===== config.mk =====
export PLATFORM = sky130hd
export DESIGN_NAME = axis_tg_lfsr
export DESIGN_NICKNAME = d
export VERILOG_FILES = /design/src/rtl/axis_tg_lfsr.sv
export SDC_FILE = /design/constraint.sdc
export NUM_CORES = 1
export LEC_CHECK = 0
export BUFFER_PORTS_ARGS = -buffer_cell sky130_fd_sc_hd__buf_2
export CORE_MARGIN = 2
export CORE_UTILIZATION = 38
export CTS_CLUSTER_DIAMETER = 80
export DETAILED_ROUTE_END_ITERATION = 7
export GPL_TIMING_DRIVEN = 0
export HOLD_SLACK_MARGIN = 0.15
export PLACE_DENSITY = 0.68
export SYNTH_ARGS = -nofsm -noshare
export SYNTH_HDL_FRONTEND = slang
export SYNTH_SLANG_ARGS = --single-unit

===== constraint.sdc =====
create_clock -name clk -period 11.4 [get_ports clk]
set_clock_uncertainty 0.05 [all_clocks]
set_input_delay 0.57 -clock clk [delete_from_list [all_inputs] [get_ports clk]]
set_output_delay 0.57 -clock clk [all_outputs]
set_load 0.01 [all_outputs]

===== src/rtl/axis_tg_lfsr.sv =====
// axis_tg_lfsr -- AXI-Stream NoC traffic generator (transmit side of an endpoint).
//
// Injects single-flit packets at a programmable load to LFSR-chosen
// destinations. Each flit carries the injection timestamp in the upper half of
// tdata and a per-destination sequence number in the lower half.
//
// Ports:
//   clk, rst            clock, asynchronous active-high reset
//   load                injection probability x65535 (inject when inj LFSR < load)
//   num_packets         packets to send, latched on IDLE->RUN
//   start               level, begins a run
//   ticks               free-running timestamp
//   done                sticky run-complete flag
//   sent_packets[]      handshaken flits per destination
//   total_sent_packets  handshaken flits, all destinations
//   axis_out_*          AXI-Stream master
//
// Build option: define AXIS_TG_SKIP_SELF_EN to redirect self-addressed flits
// (dest == TID) to (TID+1) % NUM_ROUTERS.
module axis_tg_lfsr #(
  parameter int SEED        = 1,
  parameter int COUNT_WIDTH = 32,
  parameter int TID         = 0,
  parameter int TDATA_WIDTH = 64,
  parameter int TDEST_WIDTH = 2,
  parameter int TID_WIDTH   = 2,
  parameter int NUM_ROUTERS = 4
) (
  input  logic                     clk,
  input  logic                     rst,
  input  logic [15:0]              load,
  input  logic [COUNT_WIDTH-1:0]   num_packets,
  input  logic                     start,
  input  logic [TDATA_WIDTH/2-1:0] ticks,
  output logic                     done,
  output logic [COUNT_WIDTH-1:0]   sent_packets [NUM_ROUTERS],
  output logic [COUNT_WIDTH-1:0]   total_sent_packets,
  output logic                     axis_out_tvalid,
  input  logic                     axis_out_tready,
  output logic [TDATA_WIDTH-1:0]   axis_out_tdata,
  output logic                     axis_out_tlast,
  output logic [TID_WIDTH-1:0]     axis_out_tid,
  output logic [TDEST_WIDTH-1:0]   axis_out_tdest
);

  localparam int          HALF     = TDATA_WIDTH / 2;
  localparam logic [15:0] POLY     = 16'hB400;
  localparam logic [15:0] INJ_SEED = (16'(SEED) == 16'h0) ? 16'hACE1 : 16'(SEED);
  localparam logic [15:0] DST_MIX  = {INJ_SEED[7:0], INJ_SEED[15:8]} ^ 16'h5A5A;
  localparam logic [15:0] DST_SEED = (DST_MIX == 16'h0) ? 16'h0001 : DST_MIX;

  typedef enum logic [1:0] {S_IDLE, S_RUN, S_DONE} state_t;

  function automatic logic [15:0] lfsr_next(input logic [15:0] x);
    return {1'b0, x[15:1]} ^ (x[0] ? POLY : 16'h0);
  endfunction

  state_t                   state_q, state_d;
  logic [COUNT_WIDTH-1:0]   num_q, num_d;
  logic [COUNT_WIDTH-1:0]   gen_cnt_q, gen_cnt_d;
  logic [COUNT_WIDTH-1:0]   total_q, total_d;
  logic [COUNT_WIDTH-1:0]   cnt_q [NUM_ROUTERS];
  logic [COUNT_WIDTH-1:0]   cnt_d [NUM_ROUTERS];
  logic [15:0]              inj_q, inj_d, dst_q, dst_d;
  logic                     tvalid_q, tvalid_d, tlast_q, tlast_d;
  logic [TDATA_WIDTH-1:0]   tdata_q, tdata_d;
  logic [TDEST_WIDTH-1:0]   tdest_q, tdest_d;
  logic [TDEST_WIDTH-1:0]   dest;
  logic                     hs, gen;

  // Destination from the current dst LFSR: (dst * NUM_ROUTERS) >> 16.
  always_comb begin
    dest = TDEST_WIDTH'((32'(dst_q) * NUM_ROUTERS) >> 16);
`ifdef AXIS_TG_SKIP_SELF_EN
    if (dest == TDEST_WIDTH'(TID)) dest = TDEST_WIDTH'((TID + 1) % NUM_ROUTERS);
`endif
  end

  always_comb begin
    state_d   = state_q;
    num_d     = num_q;
    gen_cnt_d = gen_cnt_q;
    inj_d     = inj_q;
    dst_d     = dst_q;
    tvalid_d  = tvalid_q;
    tdata_d   = tdata_q;
    tdest_d   = tdest_q;
    tlast_d   = tlast_q;
    gen       = 1'b0;
    hs        = tvalid_q && axis_out_tready;
    total_d   = total_q + COUNT_WIDTH'(hs);
    for (int i = 0; i < NUM_ROUTERS; i++)
      cnt_d[i] = cnt_q[i] + COUNT_WIDTH'(hs && (tdest_q == TDEST_WIDTH'(i)));

    case (state_q)
      S_IDLE: if (start) begin
        state_d = S_RUN;
        num_d   = num_packets;
      end
      S_RUN: begin
        inj_d = lfsr_next(inj_q);
        gen   = (!tvalid_q || hs) && (gen_cnt_q < num_q) && (inj_q < load);
        if (hs) tvalid_d = 1'b0;
        if (gen) begin
          // Sequence number includes a handshake landing on this same edge, so
          // back-to-back flits to one destination still count 0,1,2,...
          tvalid_d  = 1'b1;
          tdata_d   = {ticks, HALF'(cnt_d[dest])};
          tdest_d   = dest;
          tlast_d   = 1'b1;
          dst_d     = lfsr_next(dst_q);
          gen_cnt_d = gen_cnt_q + COUNT_WIDTH'(1);
        end
        if ((num_q == '0) || (hs && (total_d == num_q))) state_d = S_DONE;
      end
      default: ;
    endcase
  end

  always_ff @(posedge clk or posedge rst) begin
    if (rst) begin
      state_q   <= S_IDLE;
      num_q     <= '0;
      gen_cnt_q <= '0;
      total_q   <= '0;
      cnt_q     <= '{default: '0};
      inj_q     <= INJ_SEED;
      dst_q     <= DST_SEED;
      tvalid_q  <= 1'b0;
      tdata_q   <= '0;
      tdest_q   <= '0;
      tlast_q   <= 1'b0;
    end else begin
      state_q   <= state_d;
      num_q     <= num_d;
      gen_cnt_q <= gen_cnt_d;
      total_q   <= total_d;
      cnt_q     <= cnt_d;
      inj_q     <= inj_d;
      dst_q     <= dst_d;
      tvalid_q  <= tvalid_d;
      tdata_q   <= tdata_d;
      tdest_q   <= tdest_d;
      tlast_q   <= tlast_d;
    end
  end

  assign done               = (state_q == S_DONE);
  assign sent_packets       = cnt_q;
  assign total_sent_packets = total_q;
  assign axis_out_tvalid    = tvalid_q;
  assign axis_out_tdata     = tdata_q;
  assign axis_out_tlast     = tlast_q;
  assign axis_out_tdest     = tdest_q;
  assign axis_out_tid       = TID_WIDTH'(TID);

endmodule


# Word level (Yosys, flattened, before mapping)
# Index checks and enable logic that the tools add are counted.
# classes
magnitude_cmp	3
n_eq_ne	8
n_mux	10
n_addsub	6
reduce_logical	20
bitwise_logic	3
# op_table
op	n
$add A32 B1 Y32	5
$bmux W32 S2	1
$mux W32	2
$add A32 B1 Y32 const B	1
$eq A32 B32 Y1	1
$logic_not A32 Y1	1
$lt A32 B32 Y1	1
$mux W16	2
$xor A15 B16 Y16	2
$lt A16 B16 Y1	1
$logic_and A1 B1 Y1	8
$eq A2 B2 Y1 const B	3
$reduce_and A2 Y1	3
$eq A2 B1 Y1 const B	2
$logic_not A2 Y1	2
$mux W2	2
$ne A2 B2 Y1 const B	2
$pmux W2 S2	1
$reduce_bool A2 Y1	2
$ge A3 B3 Y1 const B	1
$not A2 Y3	1
$reduce_and A3 Y1	1
$logic_or A1 B1 Y1	2
$mux W1	2
$logic_not A1 Y1	1
# totals
input_bits	84
ff_bits	326
output_inout_bits	231

# Depth between registers and ports, before layout
# depth
word_depth	7
ltp_mapped	13
depth_no_buf	13

# Least setup slack after synthesis
# OpenSTA, ideal clock, no wires.
# synth_timing
path_type	input to register
start	input axis_out_tready
end	register state_q[0]
setup_slack_ns	8.072
cell_stages	12
required_ns	11.226
arrival_time_ns	3.154
n_path_buf	0
path_cell_list	nand2_1 -> inv_1 -> ha_1 -> nand4_1 -> nor4_4 -> nand3_2 -> a32o_1 -> or4_1 -> or3_1 -> nor4_2 -> a41o_1 -> o21ai_1
# synth_between
elab_chain_cells	7
# synth_lines
element	line	rtl
start, declared	39	input logic axis_out_tready,
$logic_and A1 B1 Y1 *	90	hs = tvalid_q && axis_out_tready;
$add A32 B1 Y32	91	total_d = total_q + COUNT_WIDTH'(hs);
$eq A32 B32 Y1	114	if ((num_q == '0) || (hs && (total_d == num_q))) state_d = S_DONE;
$logic_and A1 B1 Y1 *	114	
$logic_or A1 B1 Y1 *	114	
$ne A2 B2 Y1 (no line) *	n/a	
$reduce_and A3 Y1 (no line) *	n/a	
end signal, assigned	134	state_q <= state_d;
end, declared	58	state_t state_q, state_d;
# Mark *: on every way between the ends. The rest lies on a longest branch, timed or not.
# A chain may end at the register's enable or synchronous reset.

# Final worst setup path
# layout_timing
start	register num_q[5]
end	register dst_q[15]
# layout_between
elab_chain_cells	4
# layout_lines
element	line	rtl
start, declared	59	logic [COUNT_WIDTH-1:0] num_q, num_d;
start signal, assigned	135	num_q <= num_d;
$lt A32 B32 Y1	102	gen = (!tvalid_q || hs) && (gen_cnt_q < num_q) && (inj_q < load);
$logic_and A1 B1 Y1 (2 in series)	102	
$reduce_and A2 Y1 (no line)	n/a	
end signal, assigned	140	dst_q <= dst_d;
end, declared	64	logic [15:0] inj_q, inj_d, dst_q, dst_d;
# Every way passes these cells.

==> metrics.md <==
| Metric | Value |
|---|---|
| Ant diodes | `0` |
| DR DRC count | `0` |
| Synth cell types | `63` |
| H-tree depth | `2` |
| Internal power | `around 2200 uW` |
| Worst setup path end | `dst_q[15]` |
| Clk sinks | `between 300 and 400` |
| Core Box Area | `around 42000 um^2` |
| I/O pin count | `315` |
| Critical path type | `flip-flop to flip-flop` |
| Routability Congestion | `0.926` |
| Fin. Hold Viols | `0` |
| Area grow syn2layout | `23.4%` |
| Reg2Reg Setup Slack | `around 7100 ps` |
| CP endpoint kind | `flip-flop` |
| Async set or reset register ratio after synthesis | `100%` |
| Rows | `75` |
| Final core occ | `47.2%` |
| Mapped Cells | `between 1000 and 1500` |
| Die width | `~210 um` |
| Worst rel slew slack | `a little under a third` |
| Critical path origin | `num_q[5]` |
| Yosys Warn Count | `0` |
| Net Switching | `about 760 uW` |
| DPL Wire Length | `34100 um` |
| Final ANT Viol Nets | `0` |
| CP arrival | `4640 ps` |
| Initial core utilization | `a little under two fifths` |
| Final setup fails | `0` |
| Post-synthesis sequential area ratio | `between 50% and 60%` |
| Worst r2r src | `num_q[5]` |
| R2R cell count | `11` |
| Sw frac | `between 20% and 30%` |
| Measured slew at the worst slew-check pin | `around 1000 ps` |
| Post-layout min period | `~4300 ps` |
| Syn_area_per_cell | `~11 um^2` |
| Cells after DPL | `roughly 2200` |
| Vias | `roughly 12000` |
| Seq pwr share | `between 40% and 50%` |
| Clock Tree Root | `clkbuf_16` |
| R2R Path End | `dst_q[15]` |
| Drt first pass iters | `5` |
| Critical Path Source Type | `flip-flop` |
| Share of post-route cells with drive strength above 1 | `about 30%` |
| Clk network pwr share | `between 40% and 50%` |
| Max-cap violations | `0` |
| Synth Cell Area | `about 16000 um^2` |
| Top FF cell, synth | `dfrtp_1` |
| Critical path required time | `11770 ps` |
| Synth Register Bits | `326` |
| Fill count | `between 3000 and 4000` |
| Avg WL per Cell | `between 15 and 20 um` |
| Fin Setup TNS | `0 ps` |
| CTS tree | `built` |
| Grt ovf | `0` |
| Vias in the first global route | `12700` |
| Nets | `1893` |
| Tot GR Track Use | `21.0%` |
| Largest net degree at the start of global routing | `a little over 100` |
| Slew Viols, Final | `0` |
| Initial antenna violation count | `0` |
| Worst-path fanout max | `10` |
| Vias per cell | `between 5 and 6` |
| Die Y | `between 200 and 250 um` |
| Clock slew at reported path FFs | `roughly 60 ps` |
| Starting DRC count in detailed routing | `around 900` |
| Max VDD drop | `between 0.1 and 0.15 mV` |
| Final worst-path cycle share | `37.5%` |
| TritonCTS Buffers | `39` |
| Fmax | `roughly 0.23 GHz` |
| Setup ws final | `about 7000 ps` |
| Final WL | `45400 um` |
| Pre-CTS setup slack | `6690 ps` |
| Clk_lat worst skew | `between 500 and 600 ps` |
| Maximum clock path buffer count | `3` |
| PD cells | `approximately 150 nW/um^2` |
| Leakage power | `just under 0.01 uW` |
| Combinational Power Share | `a little under an eighth` |
| First-pass GRT wire length | `around 72000 um` |
| Hold Crit Class | `input port to flip-flop` |
| Final cell count without fillers | `around 2300` |
| RSZ-0062 raised after global routing | `no` |
| EDFF count, synth | `0` |
| Number of buffers added on ports | `approximately 310` |
| Outcome | `complete, no violations` |
| Die ar. | `43700 um^2` |
==> sequential cells by signal (all words and copies together), names as in the netlist <==
signal / flops
num_q: 32
inj_q: 16
axis_out_tlast: 1
dst_q: 16
state_q: 2
axis_out_tdata: 64
axis_out_tvalid: 1
sent_packets: 128
total_sent_packets: 32
gen_cnt_q: 32
axis_out_tdest: 2
==> worst max-delay path, stage by stage, from the launching register on <==
cell and delay, ps:
dfrtp_1 380, inv_1 140, ha_1 260, a2111oi_0 480, nor2b_1 180, o21ai_0 90, a211o_1 310, a211oi_1 550
nand2_1 590, clkbuf_1 360, buf_1 360, mux2_2 360
==> power groups by stage <==
stage	clock network (uW)	registers, uW	logic (uW)
3_3_place_gp	0	1300	330
4_1_cts	1340	1290	344
2_1_floorplan	0	1310	193
6_report	1310	1290	341
3_5_place_dp	0	1310	341
5_1_grt	1380	1300	380
==> synth_stat cells (3+ instances only) <==
cell	instances	share of area, %
or2_2	3	0.12
mux4_2	29	4.1
mux2_2	93	6.6
xnor2_1	129	7.1
a21o_1	11	0.52
nand2b_1	7	0.27
dfstp_2	10	1.6
nand3b_1	4	0.19
nor2_1	59	1.4
and3_1	29	1.1
a211oi_1	7	0.33
o21ai_0	46	1.4
nand4_1	52	2.0
buf_1	4	0.094
nor4_1	25	0.98
nor2b_1	7	0.27
a211o_1	4	0.22
o211ai_1	3	0.14
mux2i_1	3	0.19
nor3_1	32	1.0
ha_1	57	4.5
a2111oi_0	4	0.22
o2111ai_1	3	0.16
and2_1	5	0.20
nand3_1	75	2.3
and4_1	12	0.66
inv_1	66	1.5
clkbuf_1	31	0.73
a21oi_1	20	0.63
a31oi_1	6	0.23
dfrtp_1	316	49
xor2_1	80	4.4
nor3b_1	8	0.38
nand2_1	114	2.7
==> area by class of cell <==
cell class / instances / area [um^2] / share of cell area, %
Clock buffer: 62 / 1220 / 6.20
Multi-Input combinational cell: 961 / 7420 / 37.6
Inverter: 66 / 255 / 1.29
Clock inverter: 9 / 141 / 0.717
Tap cell: 539 / 674 / 3.42
Sequential cell: 326 / 8170 / 41.4
Buffer: 39 / 156 / 0.793
Timing Repair Buffer: 319 / 1680 / 8.54
==> cell usage in the layout, fill, tap and decap left out, types with 4 or more instances in the layout <==
| cell type | netlist | final |
|---|---|---|
| mux4_2 | 29 | 29 |
| nor3b_1 | 8 | 7 |
| nand2b_1 | 7 | 7 |
| nor4_1 | 25 | 24 |
| a21oi_1 | 20 | 20 |
| buf_2 | 2 | 314 |
| nor3_1 | 32 | 32 |
| xnor2_1 | 129 | 129 |
| a211oi_1 | 7 | 7 |
| inv_1 | 66 | 65 |
| nand2_1 | 114 | 114 |
| nand3_1 | 75 | 75 |
| dfrtp_1 | 316 | 316 |
| mux2_2 | 93 | 93 |
| and3_1 | 29 | 29 |
| clkbuf_1 | 31 | 39 |
| a211o_1 | 4 | 4 |
| nand3b_1 | 4 | 4 |
| ha_1 | 57 | 57 |
| o21ai_0 | 46 | 46 |
| a2111oi_0 | 4 | 4 |
| a31oi_1 | 6 | 6 |
| clkbuf_16 | 0 | 40 |
| and2_1 | 5 | 5 |
| dfstp_2 | 10 | 10 |
| nor2b_1 | 7 | 7 |
| xor2_1 | 80 | 80 |
| and4_1 | 12 | 12 |
| nor2_1 | 59 | 59 |
| clkbuf_8 | 0 | 14 |
| a21o_1 | 11 | 11 |
| buf_1 | 4 | 4 |
| nand4_1 | 52 | 52 |
| dlygate4sd3_1 | 0 | 4 |
==> per-stage QoR <==
step           hold WS (ps)  total power, uW  area (um^2)
3_5_place_dp            402             1650        18300
3_3_place_gp            399             1630        18200
4_1_cts                 153             2970        19700
6_report                194             2940        19700
5_1_grt                 180             3060        19700
2_1_floorplan           396             1510        16000
==> cell families (layout without fill, tap and decap cells) <==
logic type,count (synthesis),count (layout),synth area share (%)
AOI/OAI and AO/OA,121,121,4.79
adders and majority gates,57,57,4.46
other,1,2,0.0235
and+or+nand+nor,447,447,14.8
buffers and inverters,105,495,2.53
DFF,326,326,51.1
muxes,125,125,10.8
xor gates and xnor gates,209,209,11.5
==> worst min-delay path by stage <==
stage | from | end | slack (ps) | cells after the start
after floorplan | gen_cnt_q[31] | gen_cnt_q[31] | 400 | 1
after global placement | axis_out_tlast | axis_out_tlast | 400 | 1
after detailed placement | axis_out_tlast | axis_out_tlast | 400 | 1
after CTS | num_packets[25] | num_q[25] | 150 | 3
after global routing | ticks[23] | axis_out_tdata[55] | 180 | 2
final | num_packets[25] | num_q[25] | 190 | 3
==> routing by layer <==
| layer | track usage, % | wire length (um) | up-vias |
|---|---|---|---|
| li1 | - | - | 5672 |
| met1 | 28.1 | 19700 | 6127 |
| met2 | 33.7 | 21300 | 427 |
| met3 | 3.83 | 2800 | 94 |
| met4 | 8.33 | 1660 | 0 |
| met5 | 0 | 0 | - |
==> timing repair <==
| item | in CTS | in global routing |
|---|---|---|
| buffers inserted | 0 | 0 |
| hold buffers | 4 | 0 |
| hold endpoints to repair | 57 | 0 |
| gates resized for setup | 0 | 0 |
Note: power is estimated with default switching activity, not from simulation.
